$ cat src/rtl/sdram_avalon_tester.sv
// sdram_avalon_tester: write/read-back self-test initiator for the SDRAM controller's Avalon-MM slave port.
// Define TESTER_LFSR_PATTERN_EN to use a 16-bit Fibonacci LFSR data pattern instead of (base+i) XOR SEED.
module sdram_avalon_tester #(
    parameter int          NUM_WORDS   = 1024,
    parameter int          MAX_PENDING = 4,
    parameter logic [15:0] SEED        = 16'hA5C3,
    parameter int          TIMEOUT     = 4096
) (
    input  logic        clock,
    input  logic        reset,
    input  logic        start,
    input  logic [24:0] base_addr,
    output logic        chipselect,
    output logic        write_n,
    output logic        read_n,
    output logic [1:0]  byteenable_n,
    output logic [24:0] address,
    output logic [15:0] write_data,
    input  logic [15:0] read_data,
    input  logic        wait_request,
    input  logic        data_validation,
    output logic        busy,
    output logic        done,
    output logic        pass,
    output logic        timeout,
    output logic [15:0] error_count,
    output logic [24:0] first_err_addr
);
    typedef enum logic [2:0] {IDLE, WRITE, READ, DRAIN, DONE} state_t;
    localparam logic [15:0] LAST     = 16'(NUM_WORDS - 1);
    localparam logic [15:0] TOTAL    = 16'(NUM_WORDS);
    localparam logic [31:0] IDLE_MAX = 32'(TIMEOUT - 1);
    state_t      state, state_nxt;
    logic [24:0] base, base_nxt;
    logic [15:0] wr_idx, wr_idx_nxt, rd_idx, rd_idx_nxt, rx_idx;
    logic [3:0]  pending, pend_nxt;
    logic [31:0] idle_cnt;
    logic [15:0] wr_pat, rx_pat;
    logic        launch, reading, wr_acc, rd_acc, rx_ok, rx_bad, abort, wr_req, rd_req;

    assign launch     = start && (state == IDLE || state == DONE);
    assign reading    = state == READ || state == DRAIN;
    assign wr_acc     = chipselect && !write_n && !wait_request;
    assign rd_acc     = chipselect && !read_n && !wait_request;
    assign rx_ok      = data_validation && reading && rx_idx != TOTAL;
    assign rx_bad     = rx_ok && read_data != rx_pat;
    // idle_cnt holds the number of cycles since the last return (or READ entry)
    assign abort      = reading && !rx_ok && idle_cnt >= IDLE_MAX;
    assign base_nxt   = launch ? base_addr : base;
    assign wr_idx_nxt = launch ? 16'd0 : wr_idx + {15'd0, wr_acc};
    assign rd_idx_nxt = rd_idx + {15'd0, rd_acc};
    assign pend_nxt   = pending + {3'd0, rd_acc} - {3'd0, rx_ok && pending != 4'd0};
    assign busy       = state == WRITE || reading;
    assign done       = state == DONE;
    assign pass       = done && error_count == 16'd0 && !timeout;

    always_comb begin
        state_nxt = state;
        case (state)
            IDLE, DONE: state_nxt = start ? WRITE : state;
            WRITE:      state_nxt = (wr_acc && wr_idx == LAST) ? READ : WRITE;
            READ:       state_nxt = abort ? DONE : (rd_acc && rd_idx == LAST) ? DRAIN : READ;
            DRAIN:      state_nxt = (abort || (rx_ok && rx_idx == LAST)) ? DONE : DRAIN;
            default:    state_nxt = IDLE;
        endcase
        wr_req = state_nxt == WRITE;
        // bus idles for the first READ cycle; a stalled read stays asserted since pending cannot grow
        rd_req = state == READ && state_nxt == READ && pend_nxt < 4'(MAX_PENDING);
    end

`ifdef TESTER_LFSR_PATTERN_EN
    logic [15:0] lfsr_w, lfsr_r;
    function automatic logic [15:0] step(input logic [15:0] s);
        return {s[14:0], s[15] ^ s[13] ^ s[12] ^ s[10]};
    endfunction
    assign wr_pat = launch ? SEED : wr_acc ? step(lfsr_w) : lfsr_w;
    assign rx_pat = lfsr_r;
    always_ff @(posedge clock) begin
        if (reset) begin
            lfsr_w <= SEED;
            lfsr_r <= SEED;
        end else begin
            lfsr_w <= wr_pat;
            lfsr_r <= (state == WRITE && state_nxt == READ) ? SEED : rx_ok ? step(lfsr_r) : lfsr_r;
        end
    end
`else
    assign wr_pat = (base_nxt[15:0] + wr_idx_nxt) ^ SEED;
    assign rx_pat = (base[15:0] + rx_idx) ^ SEED;
`endif

    always_ff @(posedge clock) begin
        if (reset) state <= IDLE;
        else state <= state_nxt;
    end

    always_ff @(posedge clock) begin
        if (reset) begin
            base           <= '0;
            wr_idx         <= '0;
            rd_idx         <= '0;
            rx_idx         <= '0;
            pending        <= '0;
            idle_cnt       <= '0;
            chipselect     <= 1'b0;
            write_n        <= 1'b1;
            read_n         <= 1'b1;
            byteenable_n   <= 2'b11;
            address        <= '0;
            write_data     <= '0;
            timeout        <= 1'b0;
            error_count    <= '0;
            first_err_addr <= '0;
        end else begin
            base           <= base_nxt;
            wr_idx         <= wr_idx_nxt;
            rd_idx         <= launch ? '0 : rd_idx_nxt;
            rx_idx         <= launch ? '0 : rx_idx + {15'd0, rx_ok};
            pending        <= launch ? '0 : pend_nxt;
            idle_cnt       <= (reading && !rx_ok) ? idle_cnt + 32'd1 : 32'd1;
            chipselect     <= wr_req || rd_req;
            write_n        <= !wr_req;
            read_n         <= !rd_req;
            byteenable_n   <= (wr_req || rd_req) ? 2'b00 : 2'b11;
            address        <= wr_req ? base_nxt + {9'd0, wr_idx_nxt} : rd_req ? base + {9'd0, rd_idx_nxt} : address;
            write_data     <= wr_req ? wr_pat : write_data;
            timeout        <= !launch && (timeout || abort);
            error_count    <= launch ? '0 : (rx_bad && error_count != 16'hFFFF) ? error_count + 16'd1 : error_count;
            first_err_addr <= launch ? '0 : (rx_bad && error_count == 16'd0) ? base + {9'd0, rx_idx} : first_err_addr;
        end
    end
endmodule

$ cat config.mk
export PLATFORM = sky130hd
export DESIGN_NAME = sdram_avalon_tester
export DESIGN_NICKNAME = d
export VERILOG_FILES = /design/src/rtl/sdram_avalon_tester.sv
export SDC_FILE = /design/constraint.sdc
export NUM_CORES = 1
export LEC_CHECK = 0
export ABC_AREA = 1
export CORE_ASPECT_RATIO = 1.2
export CORE_UTILIZATION = 35
export CTS_CLUSTER_DIAMETER = 50
export CTS_CLUSTER_SIZE = 24
export DETAILED_ROUTE_END_ITERATION = 10
export PLACE_DENSITY = 0.63
export REMOVE_ABC_BUFFERS = 1
export SLEW_MARGIN = 15
export SYNTH_ARGS = -nofsm -noshare
export SYNTH_HDL_FRONTEND = slang
export SYNTH_SLANG_ARGS = --single-unit
$ cat constraint.sdc
create_clock -name clock -period 11.75 [get_ports clock]
set_input_delay 2.35 -clock clock [delete_from_list [all_inputs] [get_ports clock]]
set_output_delay 2.35 -clock clock [all_outputs]
set_load 0.1 [all_outputs]
==> impl_results.md <==
- Status: complete, no violations
- Root buf cell: clkbuf_16
- Seq/Total Area, Yosys: 0.318
- Initial core utilization: 0.357
- Clk_lat worst skew: 0.46 ns
- GRT busiest layer: met2
- Sw Pwr: 0.553 mW
- EDFF count, synth: 0
- Hold Path Cell Cnt: 2
- Fill cells: 3716
- GRT overflow: 0
- # nets final: 2174
- Setup crit start kind: input pin
- TritonCTS clock tree: done
- Critical-path top delay cell: nor4_1
- FF-to-FF Start: chipselect
- Max_cap viols: 0
- Cell taking the most area after synthesis: dfxtp_1
- CP Data Arrival Time: 7.06 ns
- FMAX: 150 MHz
- Post-Route WL: 36.1 mm
- Clock buffer count from CTS: 17
- Die Span X: 175 um
- Combinational share of power: 0.207
- Final hold violation count: 0
- HPWL Detailed: 28.2 mm
- Crit path time final: 6.65 ns
- Gr usage total: 0.202
- Largest net degree at the start of global routing: 60
- Largest cells by area after synthesis: dfxtp_1, nand2_1, inv_1
- Final ANT Viol Nets: 0
- Drt via density: 4.85
- Die area: 36600 um2
- Worst path buffer plus inverter count: 5
- Routing usage on met2: 0.357
- Max_slew headroom: 0.269
- Async SR Flop Fraction: 0
- Cell row count: 75
- CTS H-tree lvls: 4
- Synth Cell Area: 12500 um2
- Number of remaining DRC errors: 0
- Clk sinks: 199
- Yosys reg bits: 199
- Switching Fraction: 0.340
- Max Slew Vio Count: 0
- First-pass GRT wire length: 59.0 mm
- I/O pin cnt: 137
- HP Class: flop to flop
- Hold buffers post-CTS: 0
- Most common flop cell mapped by yosys: dfxtp_1
- Met1 Usage GRT: 0.246
- Ant. Diodes: 0
- Seq pwr share: 0.440
- PwrDens: 109 nW/um2
- Register area: 3980 um2
- Clock power share: 0.353
- Critical path's largest stage delay: 0.57 ns
- End of the worst register-to-register path: address[19]
- Clk slew on worst S/H paths: 0.08 ns
- Cells after Synth: 1943
- Pleak: 6.81 nW
- # port buffers: 136
- GR Util met3: 0.0248
- Required time worst endpoint: 12.16 ns
- Initial DRT Pass Iterations: 5
- # resized after CTS: 0
- Top Family by Delay on Critical Path: simple AND/OR/NAND/NOR gates
- Avg WL per Cell: 14.2 um
- Hold_sp: address[6]
- Layout cells sized above 1: 0.0386
- CP Class: input pin to flop
- Final Wtd Congestion: 0.894
- Final setup TNS: 0 ns
- Die height: 209 um
- Critical Path End Type: flop
- Worst setup path start: wait_request
- Area delta synth->final: 18.9%
- Initial DRC Count: 821
- Core ar.: 35100 um2
- Fin cells: 2536
- Total number of vias: 12296
- RSZ-0062 raised after global routing: false
- Multi-input gate area: 7300 um2
- Syn avg cell area: 6.45 um2
- Number of library cell types mapped by synthesis: 48
- Internal power of the cells: 1.08 mW
- FF-to-FF setup slack: 7.07 ns
- Postcts setup bufs: 0
- Synth top area share: 0.318
- Maximum fanout along the worst path: 5
- Part of the cycle the worst path needs: 0.566
- Max clock buf depth: 2
- Worst-Margin Slew: 1.10 ns
- Ys Warns: 0
- R2r worst-path depth: 25
- Initial antenna violation count: 0
- Clock Skew: 0.0145 ns
- Final Setup Violations: 0
- Worst Hold Endpoint: address[6]
- Max rail drop VDD: 0.0727 mV
- Number of global-route vias before repair: 11909
- Placed cell count: 2504
-- layer usage --
layer | vias up | wire, um
met2 | 263 | 17500
met4 | 0 | 1030
met3 | 58 | 1150
met1 | 5542 | 16400
li1 | 6433 | -
met5 | - | 0
-- cells in the mapped netlist, types with 2 or more instances --
| cell | number |
|---|---|
| a211oi_1 | 2 |
| a21o_1 | 4 |
| a21oi_1 | 116 |
| a31oi_1 | 7 |
| and2_1 | 2 |
| buf_1 | 4 |
| buf_2 | 8 |
| buf_4 | 2 |
| clkbuf_1 | 30 |
| dfxtp_1 | 199 |
| fa_1 | 4 |
| ha_1 | 63 |
| inv_1 | 279 |
| inv_2 | 3 |
| nand2_1 | 503 |
| nand2_2 | 2 |
| nand3_1 | 109 |
| nand3b_1 | 10 |
| nand4_1 | 42 |
| nor2_1 | 259 |
| nor2_2 | 2 |
| nor2b_1 | 9 |
| nor3_1 | 45 |
| nor3b_1 | 12 |
| nor4_1 | 32 |
| o21a_1 | 3 |
| o21ai_0 | 63 |
| o21bai_1 | 4 |
| o22ai_1 | 2 |
| o31ai_1 | 2 |
| or2_2 | 26 |
| xnor2_1 | 24 |
| xor2_1 | 56 |
-- worst max-delay path by stage --
stage	endpoint	slack (ns)	depth (start not counted)
final	address[19]	5.10	25
after global routing	address[19]	4.53	25
after CTS	address[19]	5.13	25
after detailed placement	address[19]	4.67	25
after global placement	address[19]	4.78	25
after floorplan	pass	5.67	2
-- per-stage QoR --
stage / utilization / power (mW) / setup WS, ns / area (um2) / hold slack (ns)
4_1_cts: 0.424 / 1.65 / 5.13 / 14900 / 0.461
6_report: 0.424 / 1.63 / 5.10 / 14900 / 0.459
5_1_grt: 0.424 / 1.70 / 4.53 / 14900 / 0.480
2_1_floorplan: - / 0.965 / 5.67 / 12300 / 0.453
3_3_place_gp: 0.409 / 1.07 / 4.78 / 14300 / 0.443
3_5_place_dp: 0.409 / 1.07 / 4.67 / 14300 / 0.444
-- sequential cells by signal (all words and copies together), names as in the netlist, 3 cells and up --
signal          count
pending             4
error_count        16
idle_cnt           32
rd_idx             16
address            25
first_err_addr     25
state               3
write_data         16
base               25
wr_idx             16
rx_idx             16
-- tightest hold or removal path, cell delays in order (launching register included) --
cell     delay [ns]
dfxtp_1        0.32
nand2_1        0.06
nand2_1        0.04
-- cell type report --
cell class,count,area share
Clock buffer,19,0.0297
Clock inverter,13,0.00764
Inverter,283,0.0714
Multi-Input combinational cell,1416,0.490
Sequential cell,199,0.267
Tap cell,462,0.0388
Timing Repair Buffer,144,0.0951
-- cells in the final DEF (no fill, tap or decap), types with 2 or more instances in the layout --
cell	count
nand2_1	503
inv_1	279
nor2_1	258
dfxtp_1	199
clkdlybuf4s50_1	135
a21oi_1	116
nand3_1	108
o21ai_0	63
ha_1	63
xor2_1	56
nor3_1	45
nand4_1	42
nor4_1	32
or2_2	26
xnor2_1	24
clkbuf_16	17
nor3b_1	12
nand3b_1	10
nor2b_1	9
buf_4	8
a31oi_1	7
inv_6	5
o21bai_1	4
a21o_1	4
fa_1	4
inv_2	3
nor2_2	3
o21a_1	3
clkinvlp_4	3
clkinv_4	3
nand2_2	2
nand3_2	2
clkinv_2	2
o22ai_1	2
o31ai_1	2
and2_1	2
a211oi_1	2
-- logic make-up after synthesis --
logic type                 count (synthesis)  synth area share
and+or+nand+nor                         1057             0.363
buffers and inverters                    328             0.100
AOI/OAI and AO/OA                        210            0.0899
DFF                                      199             0.318
xor gates and xnor gates                  82            0.0596
adders and majority gates                 67            0.0693
-- power groups by stage --
stage	logic, mW	registers, mW	clock network [mW]
after global placement	0.336	0.732	0
after detailed placement	0.337	0.732	0
after global routing	0.363	0.719	0.614
after CTS	0.338	0.717	0.592
final	0.338	0.716	0.575
after floorplan	0.129	0.836	0
Note: power is estimated with default switching activity, not from simulation.
